`src/rtl/hxmpp_event_sequencer.sv`:
```
// Event scheduler in front of one hxmpp: sequences WRITE -> DRAIN -> READ -> CLEAR
// so writes and reads never overlap and the HNM/HCM/HIM pipeline settles before readout.
module hxmpp_event_sequencer #(
   parameter int ROWINDEXBITS_HCM = 7,
   parameter int HITINFOBITS      = 16,
   parameter int WRITE_GAP        = 1,
   parameter int DRAIN_CYCLES     = 8,
   parameter int CLEAR_CYCLES     = 2,
   parameter int READ_TIMEOUT     = 255,
   parameter int CNTBITS          = 16
) (
   input  logic                        clk,
   input  logic                        reset,
   input  logic                        hit_valid,
   output logic                        hit_ready,
   input  logic [ROWINDEXBITS_HCM-1:0] hit_ssid,
   input  logic [HITINFOBITS-1:0]      hit_info,
   input  logic                        hit_last,
   input  logic                        rd_valid,
   output logic                        rd_ready,
   input  logic [ROWINDEXBITS_HCM-1:0] rd_ssid,
   input  logic                        rd_last,
   output logic                        hx_write,
   output logic [ROWINDEXBITS_HCM-1:0] hx_writeSSID,
   output logic [HITINFOBITS-1:0]      hx_writeHitInfo,
   output logic                        hx_read,
   output logic [ROWINDEXBITS_HCM-1:0] hx_readSSID,
   input  logic                        hx_readFinished,
   output logic                        hx_clear,
   output logic                        event_done,
   output logic                        busy,
   output logic [CNTBITS-1:0]          hit_count,
   output logic                        err_timeout
);

   localparam int GW = (WRITE_GAP    < 2) ? 1 : $clog2(WRITE_GAP + 1);
   localparam int DW = (DRAIN_CYCLES < 2) ? 1 : $clog2(DRAIN_CYCLES + 1);
   localparam int CW = (CLEAR_CYCLES < 2) ? 1 : $clog2(CLEAR_CYCLES + 1);
   localparam int TW = (READ_TIMEOUT < 2) ? 1 : $clog2(READ_TIMEOUT + 1);
   localparam logic [GW-1:0] GAP_LOAD = (WRITE_GAP > 1) ? GW'(WRITE_GAP - 1) : '0;
   localparam logic [TW-1:0] TO_LAST  = (READ_TIMEOUT > 0) ? TW'(READ_TIMEOUT - 1) : '0;

   typedef enum logic [2:0] {
      S_IDLE, S_WRITE, S_DRAIN, S_READ, S_READ_WAIT, S_CLEAR
   } state_t;

   state_t        state, state_n;
   logic [GW-1:0] gap_cnt, gap_n;
   logic [DW-1:0] drn_cnt, drn_n;
   logic [CW-1:0] clr_cnt, clr_n;
   logic [TW-1:0] to_cnt, to_n;
   logic          last_q, last_n;
   logic          pwr_q, pwr_n;
   logic          hit_acc, rd_acc, tmo, ev_n;

   assign hit_acc = hit_valid & hit_ready;
   assign rd_acc  = rd_valid & rd_ready;

   always_comb begin
      state_n = state;
      gap_n   = gap_cnt;
      drn_n   = drn_cnt;
      clr_n   = clr_cnt;
      to_n    = to_cnt;
      last_n  = last_q;
      tmo     = 1'b0;

      // gap counts down the cycles that must pass before the next hit may be taken
      if (hit_acc)
         gap_n = GAP_LOAD;
      else if (gap_cnt != '0)
         gap_n = gap_cnt - 1'b1;

      case (state)
         S_IDLE: begin
            if (hit_acc) begin
               if (hit_last) begin
                  state_n = S_DRAIN;
                  drn_n   = DW'(DRAIN_CYCLES);
               end else begin
                  state_n = S_WRITE;
               end
            end else if (rd_valid) begin
               state_n = S_READ;
            end
         end
         S_WRITE: begin
            if (hit_acc && hit_last) begin
               state_n = S_DRAIN;
               drn_n   = DW'(DRAIN_CYCLES);
            end
         end
         S_DRAIN: begin
            // counter holds the DRAIN cycles remaining including this one
            if (drn_cnt <= DW'(1))
               state_n = S_READ;
            else
               drn_n = drn_cnt - 1'b1;
         end
         S_READ: begin
            if (rd_acc) begin
               state_n = S_READ_WAIT;
               last_n  = rd_last;
               to_n    = '0;
            end
         end
         S_READ_WAIT: begin
            if (hx_readFinished || to_cnt == TO_LAST) begin
               tmo = ~hx_readFinished;
               if (last_q) begin
                  state_n = S_CLEAR;
                  clr_n   = CW'(CLEAR_CYCLES);
               end else begin
                  state_n = S_READ;
               end
            end else begin
               to_n = to_cnt + 1'b1;
            end
         end
         S_CLEAR: begin
            if (clr_cnt <= CW'(1))
               state_n = S_IDLE;
            else
               clr_n = clr_cnt - 1'b1;
         end
         default: state_n = S_CLEAR;
      endcase

      // power-up clear is flagged so it produces no event_done
      pwr_n = pwr_q & ~(state == S_CLEAR && state_n == S_IDLE);
      ev_n  = (state_n == S_CLEAR) && (clr_n <= CW'(1)) && !pwr_n;
   end

   // outputs are registered from next-state values so they line up with the state they describe
   always_ff @(posedge clk or negedge reset) begin
      if (!reset) begin
         state           <= S_CLEAR;
         gap_cnt         <= '0;
         drn_cnt         <= '0;
         clr_cnt         <= CW'(CLEAR_CYCLES);
         to_cnt          <= '0;
         last_q          <= 1'b0;
         pwr_q           <= 1'b1;
         hit_ready       <= 1'b0;
         rd_ready        <= 1'b0;
         hx_write        <= 1'b0;
         hx_writeSSID    <= '0;
         hx_writeHitInfo <= '0;
         hx_read         <= 1'b0;
         hx_readSSID     <= '0;
         hx_clear        <= 1'b1;
         event_done      <= 1'b0;
         busy            <= 1'b0;
         hit_count       <= '0;
         err_timeout     <= 1'b0;
      end else begin
         state      <= state_n;
         gap_cnt    <= gap_n;
         drn_cnt    <= drn_n;
         clr_cnt    <= clr_n;
         to_cnt     <= to_n;
         last_q     <= last_n;
         pwr_q      <= pwr_n;
         hit_ready  <= (state_n == S_IDLE) || (state_n == S_WRITE && gap_n == '0);
         rd_ready   <= (state_n == S_READ);
         hx_write   <= hit_acc;
         hx_read    <= rd_acc;
         hx_clear   <= (state_n == S_CLEAR);
         event_done <= ev_n;
         busy       <= (state_n != S_IDLE);
         err_timeout <= err_timeout | tmo;
         if (hit_acc) begin
            hx_writeSSID    <= hit_ssid;
            hx_writeHitInfo <= hit_info;
         end
         if (rd_acc)
            hx_readSSID <= rd_ssid;
         if (ev_n)
            hit_count <= '0;
         else if (hit_acc && hit_count != '1)
            hit_count <= hit_count + 1'b1;
      end
   end

endmodule

```
`config.mk`:
```
export PLATFORM = sky130hd
export DESIGN_NAME = hxmpp_event_sequencer
export DESIGN_NICKNAME = d
export VERILOG_FILES = /design/src/rtl/hxmpp_event_sequencer.sv
export SDC_FILE = /design/constraint.sdc
export NUM_CORES = 1
export LEC_CHECK = 0
export ABC_AREA = 1
export CAP_MARGIN = 20
export CORE_MARGIN = 2
export CORE_UTILIZATION = 53
export DETAILED_ROUTE_END_ITERATION = 16
export PLACE_DENSITY_LB_ADDON = 0.15
export SLEW_MARGIN = 25
export SYNTH_ARGS = -nofsm -noshare
export SYNTH_HDL_FRONTEND = slang
export SYNTH_SLANG_ARGS = --single-unit
export TNS_END_PERCENT = 30
```
`constraint.sdc`:
```
create_clock -name clk -period 3.1 [get_ports clk]
set_clock_uncertainty 0.1 [all_clocks]
set_input_delay 0.775 -clock clk [delete_from_list [all_inputs] [get_ports clk]]
set_output_delay 0.775 -clock clk [all_outputs]
set_load 0.05 [all_outputs]
```
==> results.md <==
- Routed wl met2: about 4 mm
- Final WS setup: 0.5722 ns
- Endpoints failing hold: 0
- Vias in the first global route: roughly 3200
- Total CTS buffers: 9
- Initial antenna violation count: 0
- Syn_nets: 471
- Antenna viol nets, final: 0
- Clk Latency, worst-skew pair: 0.34 ns
- Critical Path AT: 1.65 ns
- Commonest cells post-synth: nand2_1, dfrtp_1, inv_1
- Clk root buf: clkbuf_8
- DIE WIDTH: 85.97 µm
- Synth top area cells: dfrtp_1, nand2_1, inv_1
- Critical Setup Path Class: flip-flop to output pin
- Ys Warns: 0
- Largest net degree at the start of global routing: 45
- Core Box Area: 6422 µm²
- Fin crit period: 2.528 ns
- Final setup viols: 0
- FF/Latch Area: about 1800 µm²
- Maximum vdd drop: 594.1 µV
- Worst EP required: 2.22 ns
- DR WL met3: 451 µm
- # hold bufs at CTS: 0
- Crit-path cells: clkdlybuf4s50_1
- Mapped Area: 3561 µm²
- Area of the multi-input gates: 1498 µm²
- DRT iter0 DRCs: 189
- Post-synth top area share: 47.79%
- Final setup TNS: 0 ns
- DRC viols: 0
- WL/cell: 13.68 µm
- Status: completed
- Max_cap viols: 0
- DR top layer: met4
- Leading area contributor after synthesis: dfrtp_1
- Max Buffers Root-to-Sink: 2
- Main synth FF type: dfrtp_1
- Synth unique cells: 35
- Met1 WL: roughly 3.7 mm
- Least-Margin Pin Slew: 0.6085 ns
- Final period utilization: 81.54%
- Routed WL: 8.319 mm
- Die Y: 85.97 µm
- Post-synthesis register bit count: 73
- Synth Area per Inst: ~8.3 µm²
- CP endpoint kind: output pin
- WP buf/inv: 1
- Die area: roughly 7400 µm²
- Layout area overhead: 33.34%
- CP startpoint kind: flip-flop
- Post-Place Setup Slack: ~0.34 ns
- Hpwl dp: 5.945 mm
- Row count: 29
- Max Slew Vio Count: 0
- P_leak: 2.235 nW
- Register area share after synthesis: 51.48%
- IO buf count: 90
- WP depth: 1
- Register-to-Register Path Depth: 10
- Most numerous cell in the Yosys netlist: nand2_1
- First-pass GRT wire length: between 10 and 15 mm
- Worst Path Max Fanout: 7
- CTS HTree Levels: 3
- DR pass1 iterations: 4
- Cts repair resizes: 0
- FMAX: 395.6 MHz
- Setup bufs post-CTS: 0
- Ys async rst share: 100.0%
- CTS tree: yes
- Clk sinks: 73
- Vias: 3138
- # diodes: 0
- EDFF count, synth: 0
- Total power per unit cell area: between 1000 and 1500 nW/µm²
- Drt via density: 5.161
- CP delay by family, top: buffers and inverters
- Fraction of layout cells with a size suffix above 1: roughly an eighth
- # fillers: 477
- Clock-pin slew on the worst setup and hold paths: 0.07 ns
- Max incr delay on CP: 0.85 ns
- Worst path slowest cell: clkdlybuf4s50_1
- GRT Total Usage: 24.45%
- Starting density of the core: 55.45%
- I/O pin cnt: 91
- Unrepaired setup endpoints after global routing: false
- GRT overflow: 0
- Slack of the worst reg-to-reg path: 0.87 ns
- GPL Wtd Cong: ~0.87
- NumNets Final: 569
- Relative slew margins: 59.33%
- Type of the most critical hold path: input pin to async pin
- Mapped Cells: between 400 and 500
registers in the layout, indices dropped and copies added (netlist names), 2 cells and up:
signal           flops
hit_count           16
hx_writeHitInfo     16
to_cnt               8
hx_readSSID          7
hx_writeSSID         7
drn_cnt              4
state                3
clr_cnt              2
worst paths after layout:
| path | to | startpoint |
|---|---|---|
| min in group clk | err_timeout$_DFF_PN0_ | err_timeout$_DFF_PN0_ |
| max in group asynchronous | hit_count[10]$_DFFE_PN0P_ | reset |
| worst min register to register | err_timeout$_DFF_PN0_ | err_timeout$_DFF_PN0_ |
| worst max-delay path | hit_count[4] | hit_count[4]$_DFFE_PN0P_ |
| worst min-delay path | hx_readSSID[0]$_DFFE_PN0P_ | reset |
| worst max register to register | hit_count[10]$_DFFE_PN0P_ | hit_count[0]$_DFFE_PN0P_ |
per-layer routing:
metal | up-vias | global-route usage (%)
met2 | 96 | 39.04
met4 | 0 | 9.957
li1 | 1539 | -
met5 | - | 0
met1 | 1490 | 32.39
met3 | 13 | 5.390
stage by stage:
| step | instances | hold slack, ns | util, % | power [mW] | area, µm² |
|---|---|---|---|---|---|
| 6_report | 608 | 0.1258 | 73.93 | 4.766 | 4748 |
| 5_1_grt | 608 | 0.1155 | 73.93 | 5.073 | 4748 |
| 4_1_cts | 608 | 0.1078 | 73.93 | 4.796 | 4748 |
| 3_5_place_dp | 592 | 0.3693 | 70.87 | 4.034 | 4552 |
| 3_3_place_gp | 592 | 0.3627 | 70.87 | 3.987 | 4552 |
| 2_1_floorplan | 428 | 0.3752 | - | 3.221 | 3561 |
cell usage in the layout (no fill, tap or decap), drive strengths merged:
| cell type | netlist | routed |
|---|---|---|
| clkdlybuf4s50 | 0 | 89 |
| clkbuf | 2 | 11 |
| a21boi | 1 | 1 |
| o22ai | 3 | 3 |
| dfrtp | 68 | 68 |
| buf | 6 | 6 |
| o21ai | 10 | 10 |
| nand3 | 27 | 27 |
| and2 | 1 | 1 |
| o211ai | 1 | 1 |
| clkinvlp | 0 | 2 |
| nand2 | 160 | 160 |
| nor2 | 38 | 38 |
| a21oi | 25 | 25 |
| inv | 47 | 47 |
| clkinv | 0 | 2 |
| nor3 | 9 | 9 |
| o31ai | 1 | 1 |
| xnor2 | 4 | 4 |
| dfstp | 5 | 5 |
| ha | 6 | 6 |
| xor2 | 7 | 7 |
| nand4 | 5 | 5 |
| o21bai | 1 | 1 |
| bufinv | 0 | 1 |
| o21a | 1 | 1 |
report_power, final:
part | internal, mW | total [mW] | switching (mW)
clock network | 0.391 | 0.743 | 0.351
logic | 0.804 | 2.50 | 1.69
registers | 1.30 | 1.52 | 0.225
final cells by class:
type	instances	share of cell area, %
multi-input cells	300	31.54
clock buffers	11	2.978
inverters	47	3.768
well taps	77	2.029
flip-flops and latches	73	38.60
clock inverters	5	1.159
repair buffers	95	19.92
cell families (layout without fill, tap and decap cells):
logic type,after synthesis,after routing,share of synthesized area [%]
xor gates and xnor gates,11,11,2.705
buffers and inverters,55,158,6.465
and+or+nand+nor,240,240,29.69
adders and majority gates,6,6,2.108
AOI/OAI and AO/OA,43,43,7.555
DFF,73,73,51.48
No activity file was read; power rests on OpenSTA's default activity.
